[src/rtl/snk_ioctl_loader_pkg.sv]
// Shared types and constants for the ioctl loader: ROM region map, download
// indices, FIFO entry layout and loader state encoding.
package snk_loader_pkg;

  localparam int NUM_REGIONS = 8;
  localparam int REGION_W    = 3;

  localparam logic [7:0] IDX_ROM  = 8'd0;
  localparam logic [7:0] IDX_GAME = 8'd1;
  localparam logic [7:0] IDX_DSW  = 8'd254;

  typedef struct packed {
    logic [24:0] base;
    logic [22:0] size;
  } region_t;

  typedef struct packed {
    logic [REGION_W-1:0] region;
    logic [21:0]         addr;
    logic [7:0]          data;
  } rom_req_t;

  typedef enum logic [1:0] {
    IDLE  = 2'd0,
    LOAD  = 2'd1,
    DRAIN = 2'd2,
    DONE  = 2'd3
  } state_t;

  // Regions are contiguous and non-overlapping; anything at or above 0x380000 is unmapped.
  localparam region_t REGION_TABLE [NUM_REGIONS] = '{
    '{base: 25'h000_0000, size: 23'h08_0000},
    '{base: 25'h008_0000, size: 23'h02_0000},
    '{base: 25'h00A_0000, size: 23'h01_0000},
    '{base: 25'h00B_0000, size: 23'h01_0000},
    '{base: 25'h00C_0000, size: 23'h10_0000},
    '{base: 25'h01C_0000, size: 23'h04_0000},
    '{base: 25'h020_0000, size: 23'h10_0000},
    '{base: 25'h030_0000, size: 23'h08_0000}
  };

  function automatic logic region_hit(input logic [24:0] addr, input region_t r);
    logic [25:0] lo;
    logic [25:0] hi;
    lo = {1'b0, r.base};
    hi = {1'b0, r.base} + {3'b000, r.size};
    return ({1'b0, addr} >= lo) && ({1'b0, addr} < hi);
  endfunction

endpackage

[src/rtl/snk_ioctl_loader_if.sv]
// hps_io download stream plus the ROM write request channel toward the Z80 core.
interface snk_ioctl_loader_if;
  import snk_loader_pkg::*;

  logic                ioctl_download;
  logic [7:0]          ioctl_index;
  logic                ioctl_wr;
  logic [24:0]         ioctl_addr;
  logic [7:0]          ioctl_dout;
  logic                ioctl_wait;
  logic                rom_wr;
  logic                rom_ready;
  logic [REGION_W-1:0] rom_region;
  logic [21:0]         rom_addr;
  logic [7:0]          rom_data;

  modport master (
    output ioctl_download, ioctl_index, ioctl_wr, ioctl_addr, ioctl_dout, rom_ready,
    input  ioctl_wait, rom_wr, rom_region, rom_addr, rom_data
  );

  modport slave (
    input  ioctl_download, ioctl_index, ioctl_wr, ioctl_addr, ioctl_dout, rom_ready,
    output ioctl_wait, rom_wr, rom_region, rom_addr, rom_data
  );
endinterface

[src/rtl/snk_ioctl_loader_chk.sv]
// Simulation checks for the loader: the write FIFO must never be pushed while full.
module snk_loader_chk (
  input logic i_clk,
  input logic RESETn,
  input logic push,
  input logic full
);
  a_no_overflow: assert property (@(posedge i_clk) disable iff (!RESETn) !(push && full));
endmodule

[src/rtl/snk_ioctl_loader_fifo.sv]
// Small synchronous FIFO of ROM write requests with an occupancy count.
module snk_loader_fifo
  import snk_loader_pkg::*;
#(
  parameter int DEPTH = 4,
  parameter int CW    = $clog2(DEPTH) + 1
) (
  input  logic          i_clk,
  input  logic          RESETn,
  input  logic          push,
  input  logic          pop,
  input  rom_req_t      din,
  output rom_req_t      dout,
  output logic [CW-1:0] count,
  output logic          full,
  output logic          empty
);
  localparam int AW = CW - 1;

  rom_req_t      mem_r [DEPTH];
  logic [AW-1:0] wr_ptr_r;
  logic [AW-1:0] rd_ptr_r;
  logic [CW-1:0] count_r;
  logic          push_ok_s;
  logic          pop_ok_s;

  assign full      = (count_r == CW'(DEPTH));
  assign empty     = (count_r == '0);
  assign count     = count_r;
  assign dout      = mem_r[rd_ptr_r];
  assign push_ok_s = push & ~full;
  assign pop_ok_s  = pop & ~empty;

  // Storage, pointers and occupancy; pointers wrap naturally since DEPTH is a power of two.
  always_ff @(posedge i_clk or negedge RESETn) begin
    if (!RESETn) begin
      wr_ptr_r <= '0;
      rd_ptr_r <= '0;
      count_r  <= '0;
      for (int i = 0; i < DEPTH; i++) begin
        mem_r[i] <= '0;
      end
    end else begin
      if (push_ok_s) begin
        mem_r[wr_ptr_r] <= din;
        wr_ptr_r        <= wr_ptr_r + AW'(1);
      end
      if (pop_ok_s) begin
        rd_ptr_r <= rd_ptr_r + AW'(1);
      end
      case ({push_ok_s, pop_ok_s})
        2'b10:   count_r <= count_r + CW'(1);
        2'b01:   count_r <= count_r - CW'(1);
        default: count_r <= count_r;
      endcase
    end
  end
endmodule

[src/rtl/snk_ioctl_loader.sv]
// Routes the hps_io download stream: ROM bytes to region write requests via a
// FIFO, game-select and DIP bytes to registers, plus load status/checksum.
module snk_ioctl_loader
  import snk_loader_pkg::*;
#(
  parameter int FIFO_DEPTH = 4,
  parameter int HIGH_WATER = 2
) (
  input  logic                i_clk,
  input  logic                RESETn,
  snk_ioctl_loader_if.slave   bus,
  output logic [7:0]          game,
  output logic [63:0]         dsw,
  output logic                rom_loaded,
  output logic [24:0]         byte_count,
  output logic [15:0]         checksum
);
  localparam int CW = $clog2(FIFO_DEPTH) + 1;

  state_t              state_r;
  logic [24:0]         byte_count_r;
  logic [15:0]         checksum_r;
  logic                rom_loaded_r;
  logic                overflow_r;
  logic [7:0]          game_r;
  logic [63:0]         dsw_r;
  logic                wait_r;

  logic [NUM_REGIONS-1:0] match_s;
  logic                hit_s;
  logic [REGION_W-1:0] region_s;
  logic [21:0]         offset_s;
  rom_req_t            req_s;
  rom_req_t            head_s;
  logic                rom_byte_s;
  logic                push_s;
  logic                pop_s;
  logic                push_full_s;
  logic                game_wr_s;
  logic                dsw_wr_s;
  logic                start_s;
  logic [24:0]         cnt_base_s;
  logic [15:0]         sum_base_s;
  logic [CW-1:0]       count_s;
  logic [CW-1:0]       next_cnt_s;
  logic                full_s;
  logic                empty_s;

  // Region lookup: at most one region matches because the table does not overlap.
  always_comb begin
    match_s  = '0;
    region_s = '0;
    offset_s = '0;
    for (int i = 0; i < NUM_REGIONS; i++) begin
      match_s[i] = region_hit(bus.ioctl_addr, REGION_TABLE[i]);
      region_s   = match_s[i] ? REGION_W'(i) : region_s;
      offset_s   = match_s[i] ? 22'(bus.ioctl_addr - REGION_TABLE[i].base) : offset_s;
    end
  end

  assign hit_s = |match_s;

  // Strobe qualification and next-cycle bookkeeping values.
  always_comb begin
    rom_byte_s  = bus.ioctl_wr & (bus.ioctl_index == IDX_ROM);
    push_s      = rom_byte_s & hit_s;
    pop_s       = ~empty_s & bus.rom_ready;
    push_full_s = push_s & full_s;
    game_wr_s   = bus.ioctl_wr & (bus.ioctl_index == IDX_GAME) & (bus.ioctl_addr == 25'd0);
    dsw_wr_s    = bus.ioctl_wr & (bus.ioctl_index == IDX_DSW) & (bus.ioctl_addr[24:3] == 22'd0);
    start_s     = bus.ioctl_download & (bus.ioctl_index == IDX_ROM) & (state_r != LOAD);
    cnt_base_s  = start_s ? 25'd0 : byte_count_r;
    sum_base_s  = start_s ? 16'd0 : checksum_r;
    next_cnt_s  = count_s + CW'(push_s & ~full_s) - CW'(pop_s);
    req_s       = '{region: region_s, addr: offset_s, data: bus.ioctl_dout};
  end

  snk_loader_fifo #(
    .DEPTH (FIFO_DEPTH),
    .CW    (CW)
  ) u_fifo (
    .i_clk  (i_clk),
    .RESETn (RESETn),
    .push   (push_s),
    .pop    (pop_s),
    .din    (req_s),
    .dout   (head_s),
    .count  (count_s),
    .full   (full_s),
    .empty  (empty_s)
  );

  snk_loader_chk u_chk (
    .i_clk  (i_clk),
    .RESETn (RESETn),
    .push   (push_s),
    .full   (full_s)
  );

  // Loader FSM together with every registered output it owns.
  always_ff @(posedge i_clk or negedge RESETn) begin
    if (!RESETn) begin
      state_r      <= IDLE;
      byte_count_r <= 25'd0;
      checksum_r   <= 16'd0;
      rom_loaded_r <= 1'b0;
      overflow_r   <= 1'b0;
      game_r       <= 8'h00;
      dsw_r        <= {64{1'b1}};
      wait_r       <= 1'b0;
    end else begin
      wait_r <= (next_cnt_s >= CW'(HIGH_WATER));
      if (game_wr_s) begin
        game_r <= bus.ioctl_dout;
      end
      if (dsw_wr_s) begin
        dsw_r[{bus.ioctl_addr[2:0], 3'b000} +: 8] <= bus.ioctl_dout;
      end
      // Unmapped ROM bytes still count toward byte_count and checksum.
      if (rom_byte_s) begin
        byte_count_r <= cnt_base_s + 25'd1;
        checksum_r   <= sum_base_s + {8'h00, bus.ioctl_dout};
      end else if (start_s) begin
        byte_count_r <= 25'd0;
        checksum_r   <= 16'd0;
      end
      if (start_s) begin
        overflow_r <= push_full_s;
      end else if (push_full_s) begin
        overflow_r <= 1'b1;
      end
      case (state_r)
        IDLE: begin
          if (start_s) begin
            state_r      <= LOAD;
            rom_loaded_r <= 1'b0;
          end
        end
        LOAD: begin
          if (!bus.ioctl_download) begin
            state_r <= DRAIN;
          end
        end
        DRAIN: begin
          if (start_s) begin
            state_r      <= LOAD;
            rom_loaded_r <= 1'b0;
          end else if (empty_s) begin
            state_r      <= DONE;
            rom_loaded_r <= ~overflow_r;
          end
        end
        DONE: begin
          if (start_s) begin
            state_r      <= LOAD;
            rom_loaded_r <= 1'b0;
          end
        end
        default: begin
          state_r <= IDLE;
        end
      endcase
    end
  end

  assign bus.ioctl_wait = wait_r;
  assign bus.rom_wr     = ~empty_s;
  assign bus.rom_region = head_s.region;
  assign bus.rom_addr   = head_s.addr;
  assign bus.rom_data   = head_s.data;
  assign game           = game_r;
  assign dsw            = dsw_r;
  assign rom_loaded     = rom_loaded_r;
  assign byte_count     = byte_count_r;
  assign checksum       = checksum_r;
endmodule

[src/flat_wrapper.sv]
// flat-port wrapper written by rule: the top's interface ports become plain ports
module snk_ioctl_loader_flat import snk_loader_pkg::*;
#(
  parameter int FIFO_DEPTH = 4,
  parameter int HIGH_WATER = 2
)
  (i_clk, RESETn, game, dsw, rom_loaded, byte_count, checksum, bus_ioctl_download, bus_ioctl_index, bus_ioctl_wr, bus_ioctl_addr, bus_ioctl_dout, bus_rom_ready, bus_ioctl_wait, bus_rom_wr, bus_rom_region, bus_rom_addr, bus_rom_data);
  snk_ioctl_loader_if bus_i ();
  input  logic i_clk;
  input  logic RESETn;
  output logic [7:0] game;
  output logic [63:0] dsw;
  output logic rom_loaded;
  output logic [24:0] byte_count;
  output logic [15:0] checksum;
  input wire logic [$bits(bus_i.ioctl_download)-1:0] bus_ioctl_download;
  input wire logic [$bits(bus_i.ioctl_index)-1:0] bus_ioctl_index;
  input wire logic [$bits(bus_i.ioctl_wr)-1:0] bus_ioctl_wr;
  input wire logic [$bits(bus_i.ioctl_addr)-1:0] bus_ioctl_addr;
  input wire logic [$bits(bus_i.ioctl_dout)-1:0] bus_ioctl_dout;
  input wire logic [$bits(bus_i.rom_ready)-1:0] bus_rom_ready;
  output wire logic [$bits(bus_i.ioctl_wait)-1:0] bus_ioctl_wait;
  output wire logic [$bits(bus_i.rom_wr)-1:0] bus_rom_wr;
  output wire logic [$bits(bus_i.rom_region)-1:0] bus_rom_region;
  output wire logic [$bits(bus_i.rom_addr)-1:0] bus_rom_addr;
  output wire logic [$bits(bus_i.rom_data)-1:0] bus_rom_data;
  assign bus_i.ioctl_download = bus_ioctl_download;
  assign bus_i.ioctl_index = bus_ioctl_index;
  assign bus_i.ioctl_wr = bus_ioctl_wr;
  assign bus_i.ioctl_addr = bus_ioctl_addr;
  assign bus_i.ioctl_dout = bus_ioctl_dout;
  assign bus_i.rom_ready = bus_rom_ready;
  assign bus_ioctl_wait = bus_i.ioctl_wait;
  assign bus_rom_wr = bus_i.rom_wr;
  assign bus_rom_region = bus_i.rom_region;
  assign bus_rom_addr = bus_i.rom_addr;
  assign bus_rom_data = bus_i.rom_data;
  snk_ioctl_loader #(.FIFO_DEPTH(FIFO_DEPTH), .HIGH_WATER(HIGH_WATER)) u_core (.i_clk(i_clk), .RESETn(RESETn), .bus(bus_i), .game(game), .dsw(dsw), .rom_loaded(rom_loaded), .byte_count(byte_count), .checksum(checksum));
endmodule
[config.mk]
export PLATFORM = sky130hd
export DESIGN_NAME = snk_ioctl_loader_flat
export DESIGN_NICKNAME = d
export VERILOG_FILES = /design/src/rtl/snk_ioctl_loader_pkg.sv /design/src/rtl/snk_ioctl_loader_if.sv /design/src/rtl/snk_ioctl_loader_chk.sv /design/src/rtl/snk_ioctl_loader_fifo.sv /design/src/rtl/snk_ioctl_loader.sv /design/src/flat_wrapper.sv
export SDC_FILE = /design/constraint.sdc
export NUM_CORES = 1
export LEC_CHECK = 0
export ABC_AREA = 1
export CAP_MARGIN = 20
export CORE_MARGIN = 2
export CORE_UTILIZATION = 25
export DETAILED_ROUTE_END_ITERATION = 7
export PLACE_DENSITY = 0.54
export SLEW_MARGIN = 20
export SYNTH_ARGS = -nofsm -noshare
export SYNTH_HDL_FRONTEND = slang
export SYNTH_SLANG_ARGS = --single-unit
[constraint.sdc]
create_clock -name i_clk -period 4.2 [get_ports i_clk]
set_input_delay 0.84 -clock i_clk [delete_from_list [all_inputs] [get_ports i_clk]]
set_output_delay 0.84 -clock i_clk [all_outputs]
set_load 0.02 [all_outputs]
# After elaboration in Yosys (flattened, before gate mapping)
# Cells that the tools add are included.
# word_totals
register_bits	257
latchBits	0
ram_bits	0
rom_bits	0
in_bits	46
out_inout_bits	149
word_cells	149
memories	0
# classes
n_addsub	16
multipliers	0
n_div	0
order_cmp	19
n_eq_ne	12
n_shift	2
mux	38
bitwise_logic	19
reduce_logical	20
# op_table
op	n
22-bit 2-to-1 mux	8
132-bit bitwise mux	1
25-bit by 20-bit >= comparator with 1-bit output (second input constant)	4
25-bit by 20-bit less-than comparator with 1-bit output (second input constant)	4
33-bit 2-to-1 mux	3
22-bit by 20-bit subtractor with 22-bit output (second input constant)	4
25-bit by 22-bit less-than comparator with 1-bit output (second input constant)	3
33-bit binary-select mux with 2-bit select	1
33-bit demux with 2-bit select	1
64-bit bitwise mux	1
8-bit by 8-bit variable shift with 64-bit output (first input constant)	1
8-bit by 8-bit indexed part select with 64-bit output	1
25-bit by 22-bit >= comparator with 1-bit output (second input constant)	2
25-bit 2-to-1 mux	2
22-bit subtractor (second input constant)	2
16-bit 2-to-1 mux	2
25-bit by 1-bit adder with 25-bit output (second input constant)	1
25-bit by 21-bit >= comparator with 1-bit output (second input constant)	1
25-bit zero test	1
25-bit by 21-bit less-than comparator with 1-bit output (second input constant)	1
22-bit zero test	1
22-bit by 21-bit subtractor with 22-bit output (second input constant)	1
3-bit 2-to-1 mux	6
16-bit by 8-bit adder with 16-bit output	1
other kinds (35)	73

# Longest topological paths before layout
# Gate-level depths: netlist of the first run.
# logic_depth
word_depth	10
ltp_mapped	20
ltp_nobuf	19

# By module
# A second synthesis of the first run with hierarchy kept.
# hier_totals
cells_unflattened	1884
hier_area_um2	14497.7
# by_module_without_submodules
module	instances	cells_each	area_per_inst_um2	seq_area_each_um2
snk_ioctl_loader	1	1019	7648.6	3032.9
snk_loader_fifo	1	865	6849.1	3478.3

# Least setup slack after synthesis of the first run
# No wires, ideal clock.
# synth_timing
kind	input to register
start	in bus_ioctl_addr[21]
end	reg u_core.u_fifo.count_r[2] (netlist: u_core.u_fifo.count[2])
setup_time_ns	0.131
arrival_ns	3.324
required_time_ns	4.069
path_slack_ns	0.745
path_stages	19
path_buffers	2
path_cell_list	buf_2 -> inv_1 -> ha_1 -> inv_1 -> nor2_1 -> nand3_1 -> o21ai_1 -> nand2_1 -> nand2_1 -> nor2_1 -> nand2_4 -> buf_6 -> nand3_2 -> ha_1 -> inv_1 -> fa_1 -> a21oi_1 -> o21ai_0 -> xor2_1
# synth_between
elab_chain_len	7
word_cells_on_any_way	29
cone_classes	15 x order compare; 2 x eq/ne; 1 x mux; 2 x bitwise; 9 x reduce/logical
# synth_rtl
item	line	source
from (decl)	flat_wrapper.sv:19	input wire logic [$bits(bus_i.ioctl_addr)-1:0] bus_ioctl_addr;
25-bit by 20-bit >= comparator with 1-bit output (tied with other cells)	snk_ioctl_loader_pkg.sv:47	return ({1'b0, addr} >= lo) && ({1'b0, addr} < hi);
1-bit logical AND	snk_ioctl_loader_pkg.sv:47	
8-bit OR reduction *	snk_ioctl_loader.sv:61	assign hit_s = |match_s;
1-bit AND *	snk_ioctl_loader.sv:66	push_s = rom_byte_s & hit_s;
1-bit AND *	snk_ioctl_loader_fifo.sv:31	assign push_ok_s = push & ~full;
2-bit by 1-bit equality test with 1-bit output or 2-bit equality test (tied branches)	snk_ioctl_loader_fifo.sv:51	case ({push_ok_s, pop_ok_s})
3-bit case mux with 2 select lines or 2-bit nonzero test (tied branches)	-	
to (signal assigned)	snk_ioctl_loader_fifo.sv:52	2'b10: count_r <= count_r + CW'(1);
to (signal assigned)	snk_ioctl_loader_fifo.sv:53	2'b01: count_r <= count_r - CW'(1);
to (signal assigned)	snk_ioctl_loader_fifo.sv:54	default: count_r <= count_r;
to (decl)	snk_ioctl_loader_fifo.sv:23	logic [CW-1:0] count_r;
# Every way passes the cells marked *; elsewhere a longest branch is shown, timed or not.
# A chain may end at the register's enable or synchronous reset.

# Worst setup path in the final report of the first run
# layout_timing
start	in bus_ioctl_addr[17]
end	reg u_core.u_fifo.count_r[2] (netlist: u_core.u_fifo.count[2])
# The elaborated chain is that of the path after synthesis.

==> Flow_metrics.wiki, run 1 <==
{| class="wikitable"
! Metric !! Value
|-
| Number of global-route vias before repair || 11500
|-
| Required time reported for the critical path endpoint || between 4 and 5 ns
|-
| TritonCTS sink count || approximately 260
|-
| Setup repair after global routing missed its margin || no
|-
| Worst hold-check path type || in -> async
|-
| Signed area change from the synthesized netlist to the final layout || 31.9%
|-
| Count of final setup violators || 0
|-
| Total routed wirelength || around 42000 um
|-
| Synth top area cells || sky130_fd_sc_hd__dfrtp_1 (37%), sky130_fd_sc_hd__dfstp_2 (13%), sky130_fd_sc_hd__nand2_1 (12%)
|-
| Die extent in x || approximately 230 um
|-
| Share of synthesized flip-flops with an asynchronous set or reset || between 90% and 100%
|-
| Leakage component of the power || around 7.6 nW
|-
| Tot GR Track Use || 15.7%
|-
| Final cycle utilization of the critical path || between 80 and 90%
|-
| GPL Wtd Cong || 0.867
|-
| Largest clock skew in the final design || approximately 0.031 ns
|-
| Status || finished, final reports clean
|-
| Arrival time at the worst endpoint || 4.01 ns
|-
| CP max FO || 5
|-
| Setup tns final || 0 ns
|-
| Number of enable-type register cells in the synthesized netlist || 0
|-
| Area post-placement || 16000 um^2
|-
| Total overflow reported by the global router || 0
|-
| Initial Util || approximately 25%
|-
| Post-CTS Setup Inserts || 0
|-
| Count of maximum capacitance violations || 0
|-
| Count of state elements after synthesis || 257
|-
| Detailed-router iteration count before antenna repair || 5
|-
| Wire length of the first global-routing pass || approximately 66000 um
|-
| Timing-limited maximum frequency || ~280 MHz
|-
| Number of different library cells in the post-synthesis netlist || 45
|-
| Final Instance Area || approximately 17000 um^2
|-
| Num CTS Buffers || 34
|-
| Number of instances in the synthesized netlist || approximately 1600
|-
| Share of final-layout standard cells stronger than drive strength 1 || between 10% and 20%
|-
| Post-synthesis cell type with the largest combined area || sky130_fd_sc_hd__dfrtp_1
|-
| Sequential element share of the synthesized area || between 50% and 60%
|-
| Number of vias after detailed routing || 11500
|-
| Clk root buf || sky130_fd_sc_hd__clkbuf_16
|-
| Clock latency of the later-clocked register in the worst-skew pair || approximately 0.55 ns
|-
| Remaining antenna violation count || 0
|-
| Leading cell type by number of instances after synthesis || sky130_fd_sc_hd__nand2_1
|-
| CTS Buffer Depth || 3
|-
| Core area || ~51000 um^2
|-
| Number of top-level design ports || between 150 and 200
|-
| Dominant register cell in the synthesized netlist || sky130_fd_sc_hd__dfrtp_1
|-
| Net total in the final layout || approximately 1900
|-
| Power density of the placed cells || between 400 and 500 nW/um^2
|-
| Full die area || about 54000 um^2
|-
| TritonCTS clock tree || built
|-
| Slew headroom || a little over two fifths
|-
| DRT iter0 DRCs || 794
|-
| Number of inserted filler cells in the final layout || 5410
|-
| Final Max Slew Viols || 0
|-
| Min Clock Period, post-route || ~3.6 ns
|-
| Largest net degree at the start of global routing || around 100
|-
| Number of standard-cell rows in the floorplan || 83
|-
| Die outline height || 232 um
|-
| Number of gates given a new drive strength after cts || 0
|-
| Number of H-tree levels || 2
|-
| Cts hold-fix bufs || 0
|-
| Type of element capturing the critical path || flop
|-
| Hpwl dp || between 20000 and 30000 um
|-
| Top cells by instance count after synthesis || sky130_fd_sc_hd__nand2_1 (427), sky130_fd_sc_hd__o21ai_0 (205), sky130_fd_sc_hd__dfrtp_1 (193)
|-
| Average wire length per cell after detail routing || approximately 17 um
|-
| Setup Crit Path Kind || in -> reg
|-
| Max rail drop VDD || approximately 0.25 mV
|-
| Synthesized area per cell || between 8 and 9 um^2
|-
| Post-Syn Nets || approximately 1700
|-
| Total count of hold-check failures in the final report || 0
|-
| Final WS setup || roughly 0.58 ns
|-
| Area fraction of the dominant cell type after synthesis || a little under two fifths
|-
| # port buffers || ~190
|-
| Reg clk slew, reported paths || ~0.05 ns
|-
| Netlist area before placement || 13000 um^2
|-
| Initial antenna violation count || 3
|-
| Yosys warnings || 0
|-
| Number of remaining DRC errors || 0
|-
| Worst Tran Pin Value || 0.851 ns
|-
| Vias per inst || 4.60
|-
| Setup slack at placement || between 0.07 and 0.08 ns
|-
| Launching element type of the critical path || input port
|}
## cells in the final DEF (no fill, tap or decap), types with 12 or more instances in the layout
cell,instances
sky130_fd_sc_hd__buf_4,37
sky130_fd_sc_hd__inv_1,115
sky130_fd_sc_hd__clkdlybuf4s50_1,193
sky130_fd_sc_hd__o21ai_0,205
sky130_fd_sc_hd__o21ai_1,50
sky130_fd_sc_hd__nand3_1,39
sky130_fd_sc_hd__nand2_1,427
sky130_fd_sc_hd__nand4_1,15
sky130_fd_sc_hd__o22ai_1,34
sky130_fd_sc_hd__dfstp_2,64
sky130_fd_sc_hd__clkbuf_16,35
sky130_fd_sc_hd__nand2_2,15
sky130_fd_sc_hd__xor2_1,36
sky130_fd_sc_hd__a21oi_1,23
sky130_fd_sc_hd__dfrtp_1,192
sky130_fd_sc_hd__o31ai_1,13
sky130_fd_sc_hd__nor2_1,165
sky130_fd_sc_hd__nor3_1,12
sky130_fd_sc_hd__ha_1,34
## where the power goes
part           leakage (nW)  internal [mW]  total (mW)  switching, mW
combinational          3.70          0.891        2.40           1.51
clock                 0.595           1.98        3.14           1.16
sequential             3.27           2.55        2.61         0.0523
total                  7.56           5.43        8.15           2.73
## through the flow
| stage | hold slack, ns | util (%) | power (mW) | std cells |
|---|---|---|---|---|
| 6_report | 0.362 | 33.4 | 8.15 | 2498 |
| 5_1_grt | 0.413 | 33.4 | 8.62 | 2498 |
| 4_1_cts | 0.391 | 33.4 | 8.30 | 2497 |
| 3_5_place_dp | 0.460 | 31.0 | 5.08 | 2435 |
| 3_3_place_gp | 0.459 | 31.0 | 5.07 | 2435 |
| 2_1_floorplan | 0.444 | - | 3.99 | 1579 |
## worst max-delay path: stages
cell and delay, ns:
sky130_fd_sc_hd__clkdlybuf4s50_1 0.48, sky130_fd_sc_hd__inv_1 0.12, sky130_fd_sc_hd__ha_1 0.25, sky130_fd_sc_hd__o21ai_0 0.46, sky130_fd_sc_hd__nor2_1 0.11, sky130_fd_sc_hd__nand2_1 0.14, sky130_fd_sc_hd__nand2_1 0.09, sky130_fd_sc_hd__nor2_1 0.20
sky130_fd_sc_hd__nand2_4 0.10, sky130_fd_sc_hd__nand3_2 0.10, sky130_fd_sc_hd__ha_1 0.21, sky130_fd_sc_hd__inv_1 0.09, sky130_fd_sc_hd__fa_1 0.39, sky130_fd_sc_hd__a21oi_1 0.15, sky130_fd_sc_hd__o21ai_0 0.12, sky130_fd_sc_hd__xor2_1 0.16
## routing by layer
layer	wire length [um]	vias up	share of wire, %	track usage [%]
li1	-	5604	-	-
met1	19400	5538	46	20.9
met2	19200	296	45	25.1
met3	2800	55	6.6	4.00
met4	830	4	2.0	4.37
met5	26	-	0.062	0
## final cells by class
class | count | area [um^2] | share of cell area (%)
well taps | 680 | 851 | 4.95
diodes | 1 | 2.50 | 0.0146
inverters | 127 | 477 | 2.78
clock buffers | 46 | 957 | 5.57
clock inverters | 16 | 263 | 1.53
repair buffers | 239 | 2380 | 13.9
multi-input cells | 1132 | 5730 | 33.3
flip-flops and latches | 257 | 6510 | 37.9
## flip-flops by register name, indices dropped and copies added, names as in the netlist
register                flops
u_core.u_fifo.wr_ptr_r      2
u_core.u_fifo.mem_r       132
u_core.u_fifo.rd_ptr_r      2
u_core.dsw                 64
u_core.byte_count          25
u_core.bus.ioctl_wait       1
u_core.u_fifo.count         3
u_core.game                 8
u_core.overflow_r           1
u_core.checksum            16
u_core.rom_loaded           1
u_core.state_r              2
## path summary, 6_finish.rpt
kind	cells after the start	from	endpoint	slack (ns)
min	1	RESETn	u_core.byte_count[21]	0.36
max reg2reg	14	u_core.state_r[0]	u_core.checksum[12]	0.97
max in group asynchronous	2	RESETn	u_core.dsw[23]	2.78
max	16	bus_ioctl_addr[17]	u_core.u_fifo.count[2]	0.58
min reg2reg	2	u_core.u_fifo.mem_r[60]	u_core.u_fifo.mem_r[60]	0.47
min in group i_clk	2	u_core.u_fifo.mem_r[60]	u_core.u_fifo.mem_r[60]	0.47
## logic make-up after synthesis
kind of cell | after synthesis | share of synthesized area, %
simple gates | 703 | 22.6
compound gates | 340 | 14.0
fa+ha+maj | 37 | 3.73
flops | 257 | 50.0
mux | 5 | 0.432
buf+inv | 190 | 6.07
xor+xnor | 47 | 3.16
Note: power is estimated with default switching activity, not from simulation.
==> inputs of run 2 (changes only) <==
--- a/config.mk
+++ b/config.mk
@@ -9,6 +9,7 @@
 export CAP_MARGIN = 20
 export CORE_MARGIN = 2
 export CORE_UTILIZATION = 25
+export CTS_CLUSTER_SIZE = 8
 export DETAILED_ROUTE_END_ITERATION = 7
 export PLACE_DENSITY = 0.54
 export SLEW_MARGIN = 20
==> run 2 against run 1 <==
Final cell count fell by 0.28%. Sequential share of layout area up 0.33 points. First-iteration DRC count shrank 8.3%. Utilization shrank 0.28 points. Routed wire length rose by 0.31%. Via count is 0.20% lower. Critical endpoint unchanged. Critical path type unchanged. Total power decreased by 3.6%.
==> Flow_metrics.wiki, run 2 (synthesis gave the netlist of run 1 again) <==
{| class="wikitable"
! Metric !! Value
|-
| Status || finished, final reports clean
|-
| Max rail drop VDD || 0.231 mV (-7.8%)
|-
| Core area || 51400 um^2 (unchanged)
|-
| Detailed-router iteration count before antenna repair || 7 (+2)
|-
| Number of gates given a new drive strength after cts || 0 (unchanged)
|-
| Share of final-layout standard cells stronger than drive strength 1 || 10.9% (-0.62 points)
|-
| TritonCTS sink count || 257 (unchanged)
|-
| Number of top-level design ports || 195 (unchanged)
|-
| Number of global-route vias before repair || 11400 (-0.49%)
|-
| TritonCTS clock tree || built
|-
| Crit-path leading delay family || adder cells
|-
| Worst Tran Pin Value || 0.850 ns (-0.00107 ns)
|-
| Clock latency of the later-clocked register in the worst-skew pair || 0.55 ns (about the same)
|-
| Total count of hold-check failures in the final report || 0 (unchanged)
|-
| Layout Utilization || 33.1% (-0.28 points)
|-
| Wire length of the first global-routing pass || 66200 um (about the same)
|-
| Initial antenna violation count || 3 (unchanged)
|-
| Standard cell with the maximum stage delay on the critical path || sky130_fd_sc_hd__clkdlybuf4s50_1
|-
| Full die area || 53900 um^2 (unchanged)
|-
| Arrival time at the worst endpoint || 4.02 ns (about the same)
|-
| Required time reported for the critical path endpoint || 4.63 ns (+0.04 ns)
|-
| Total routed wirelength || 42300 um (+0.31%)
|-
| Die outline height || 232 um (unchanged)
|-
| Post-CTS Setup Inserts || 0 (unchanged)
|-
| Clk root buf || sky130_fd_sc_hd__clkbuf_16
|-
| Vias per inst || 4.61 (about the same)
|-
| Launching element type of the critical path || input port
|-
| Number of remaining DRC errors || 0 (unchanged)
|-
| Remaining antenna violation count || 0 (unchanged)
|-
| Tot GR Track Use || 15.7% (+0.050 points)
|-
| Count of final setup violators || 0 (unchanged)
|-
| GPL Wtd Cong || 0.867 (unchanged)
|-
| Slew headroom || 43.4% (+0.071 points)
|-
| Setup Crit Path Kind || in -> reg
|-
| Count of maximum capacitance violations || 0 (unchanged)
|-
| Net total in the final layout || 1878 (+0.21%)
|-
| Die extent in x || 232 um (unchanged)
|-
| Setup repair after global routing missed its margin || no
|-
| Leakage component of the power || 7.49 nW (-0.99%)
|-
| DRT iter0 DRCs || 728 (-8.3%)
|-
| Commonest non-fill, non-tap cell in the layout || sky130_fd_sc_hd__nand2_1
|-
| Signed area change from the synthesized netlist to the final layout || 30.8%
|-
| # port buffers || 194 (unchanged)
|-
| Critical register-to-register path startpoint || u_core.state_r[0]
|-
| Timing-limited maximum frequency || 279 MHz (+1.0%)
|-
| Fin Hold WS || 0.332 ns (-0.0293 ns)
|-
| Num CTS Buffers || 38 (+12%)
|-
| Min Clock Period, post-route || 3.59 ns (-0.0360 ns)
|-
| Largest register FFs || 132 (unchanged)
|-
| Initial Util || 25.3% (unchanged)
|-
| Launch point of the critical path || bus_ioctl_addr[17]
|-
| Worst hold-check path type || in -> async
|-
| Delay of the slowest critical-path stage || 0.49 ns (about the same)
|-
| Number of H-tree levels || 2 (unchanged)
|-
| Setup tns final || 0 ns (unchanged)
|-
| Largest clock skew in the final design || 0.0234 ns (-0.00788 ns)
|-
| Number of inserted filler cells in the final layout || 5405 (-0.092%)
|-
| Highest-count cells in the layout ignoring fill and taps || sky130_fd_sc_hd__nand2_1 (427), sky130_fd_sc_hd__o21ai_0 (205), sky130_fd_sc_hd__clkdlybuf4s50_1 (193), sky130_fd_sc_hd__dfrtp_1 (192), sky130_fd_sc_hd__nor2_1 (165)
|-
| Number of vias after detailed routing || 11500 (-0.20%)
|-
| Total overflow reported by the global router || 0 (unchanged)
|-
| CP max FO || 5 (unchanged)
|-
| Register name with the most flops || u_core.u_fifo.mem_r
|-
| Power density of the placed cells || 461 nW/um^2 (-2.8%)
|-
| Number of standard-cell rows in the floorplan || 83 (unchanged)
|-
| Cts hold-fix bufs || 0 (unchanged)
|-
| Largest net degree at the start of global routing || 102 (unchanged)
|-
| Final cycle utilization of the critical path || 85.4% (-0.86 points)
|-
| Final Max Slew Viols || 0 (unchanged)
|-
| CTS Buffer Depth || 3 (unchanged)
|-
| Average wire length per cell after detail routing || 17.0 um (+0.59%)
|-
| Ordered cell list for the critical path || clkdlybuf4s50_1 -> inv_1 -> ha_1 -> o21ai_0 -> nor2_1 -> nand2_1 -> nand2_1 -> nor2_1 -> nand2_4 -> nand3_2 -> ha_1 -> inv_1 -> fa_1 -> a21oi_1 -> o21ai_0 -> xor2_1
|-
| Reg clk slew, reported paths || 0.05 ns (about the same)
|-
| Hpwl dp || 29500 um (unchanged)
|-
| Type of element capturing the critical path || flop
|-
| Buf/Inv on CP || 3 (unchanged)
|}
## run 2: routing by layer
| metal | routed length, um | part of all wire (%) | vias to the layer above | global-route usage (%) |
|---|---|---|---|---|
| met1 | 19400 | 46 | 5511 | 21.0 |
| met5 | 26 | 0.061 | - | 0 |
| met4 | 784 | 1.9 | 4 | 3.97 |
| li1 | - | - | 5597 | - |
| met3 | 2930 | 6.9 | 52 | 4.58 |
| met2 | 19200 | 45 | 310 | 24.9 |
## run 2: worst register-to-register path: cells and delay by family, from the launching register on
family                   cells  cell delay (ns)
AND/OR/NAND/NOR              7             1.21
adder cells (fa/ha/maj)      2             0.66
AO/OA/AOI/OAI                3             0.56
flip-flops                   1             0.42
XOR/XNOR                     1             0.16
buffers and inverters        1             0.05
## run 2: layout make-up
cell class | count | area, um^2 | area share, %
Sequential cell | 257 | 6510 | 38.2
Multi-Input combinational cell | 1132 | 5730 | 33.6
Timing Repair Buffer | 239 | 2380 | 14.0
Clock buffer | 51 | 1010 | 5.93
Tap cell | 680 | 851 | 5.00
Inverter | 127 | 477 | 2.80
Clock inverter | 4 | 63.8 | 0.375
Antenna cell | 1 | 2.50 | 0.0147
## run 2: path summary, 6_finish.rpt
check | endpoint | slack, ns | cells after the start
max reg2reg | u_core.checksum[12] | 1.03 | 14
min | u_core.byte_count[21] | 0.33 | 1
min in group i_clk | u_core.u_fifo.mem_r[60] | 0.47 | 2
max | u_core.u_fifo.count[2] | 0.61 | 16
min reg2reg | u_core.u_fifo.mem_r[60] | 0.47 | 2
max in group asynchronous | u_core.dsw[23] | 2.78 | 2
## run 2: through the flow
stage / instances / cell area [um^2] / total power [mW] / setup slack [ns]
2_1_floorplan: 1579 / 13000 / 3.99 / 0.745
5_1_grt: 2491 / 17000 / 8.32 / 0.337
3_3_place_gp: 2435 / 16000 / 5.07 / 0.0998
6_report: 2491 / 17000 / 7.86 / 0.614
3_5_place_dp: 2435 / 16000 / 5.08 / 0.0794
4_1_cts: 2490 / 17000 / 8.01 / 0.527
## run 2: report_power, final
group          switching [mW]  internal [mW]
logic                    1.51          0.891
registers              0.0523           2.56
clock network            1.13           1.72
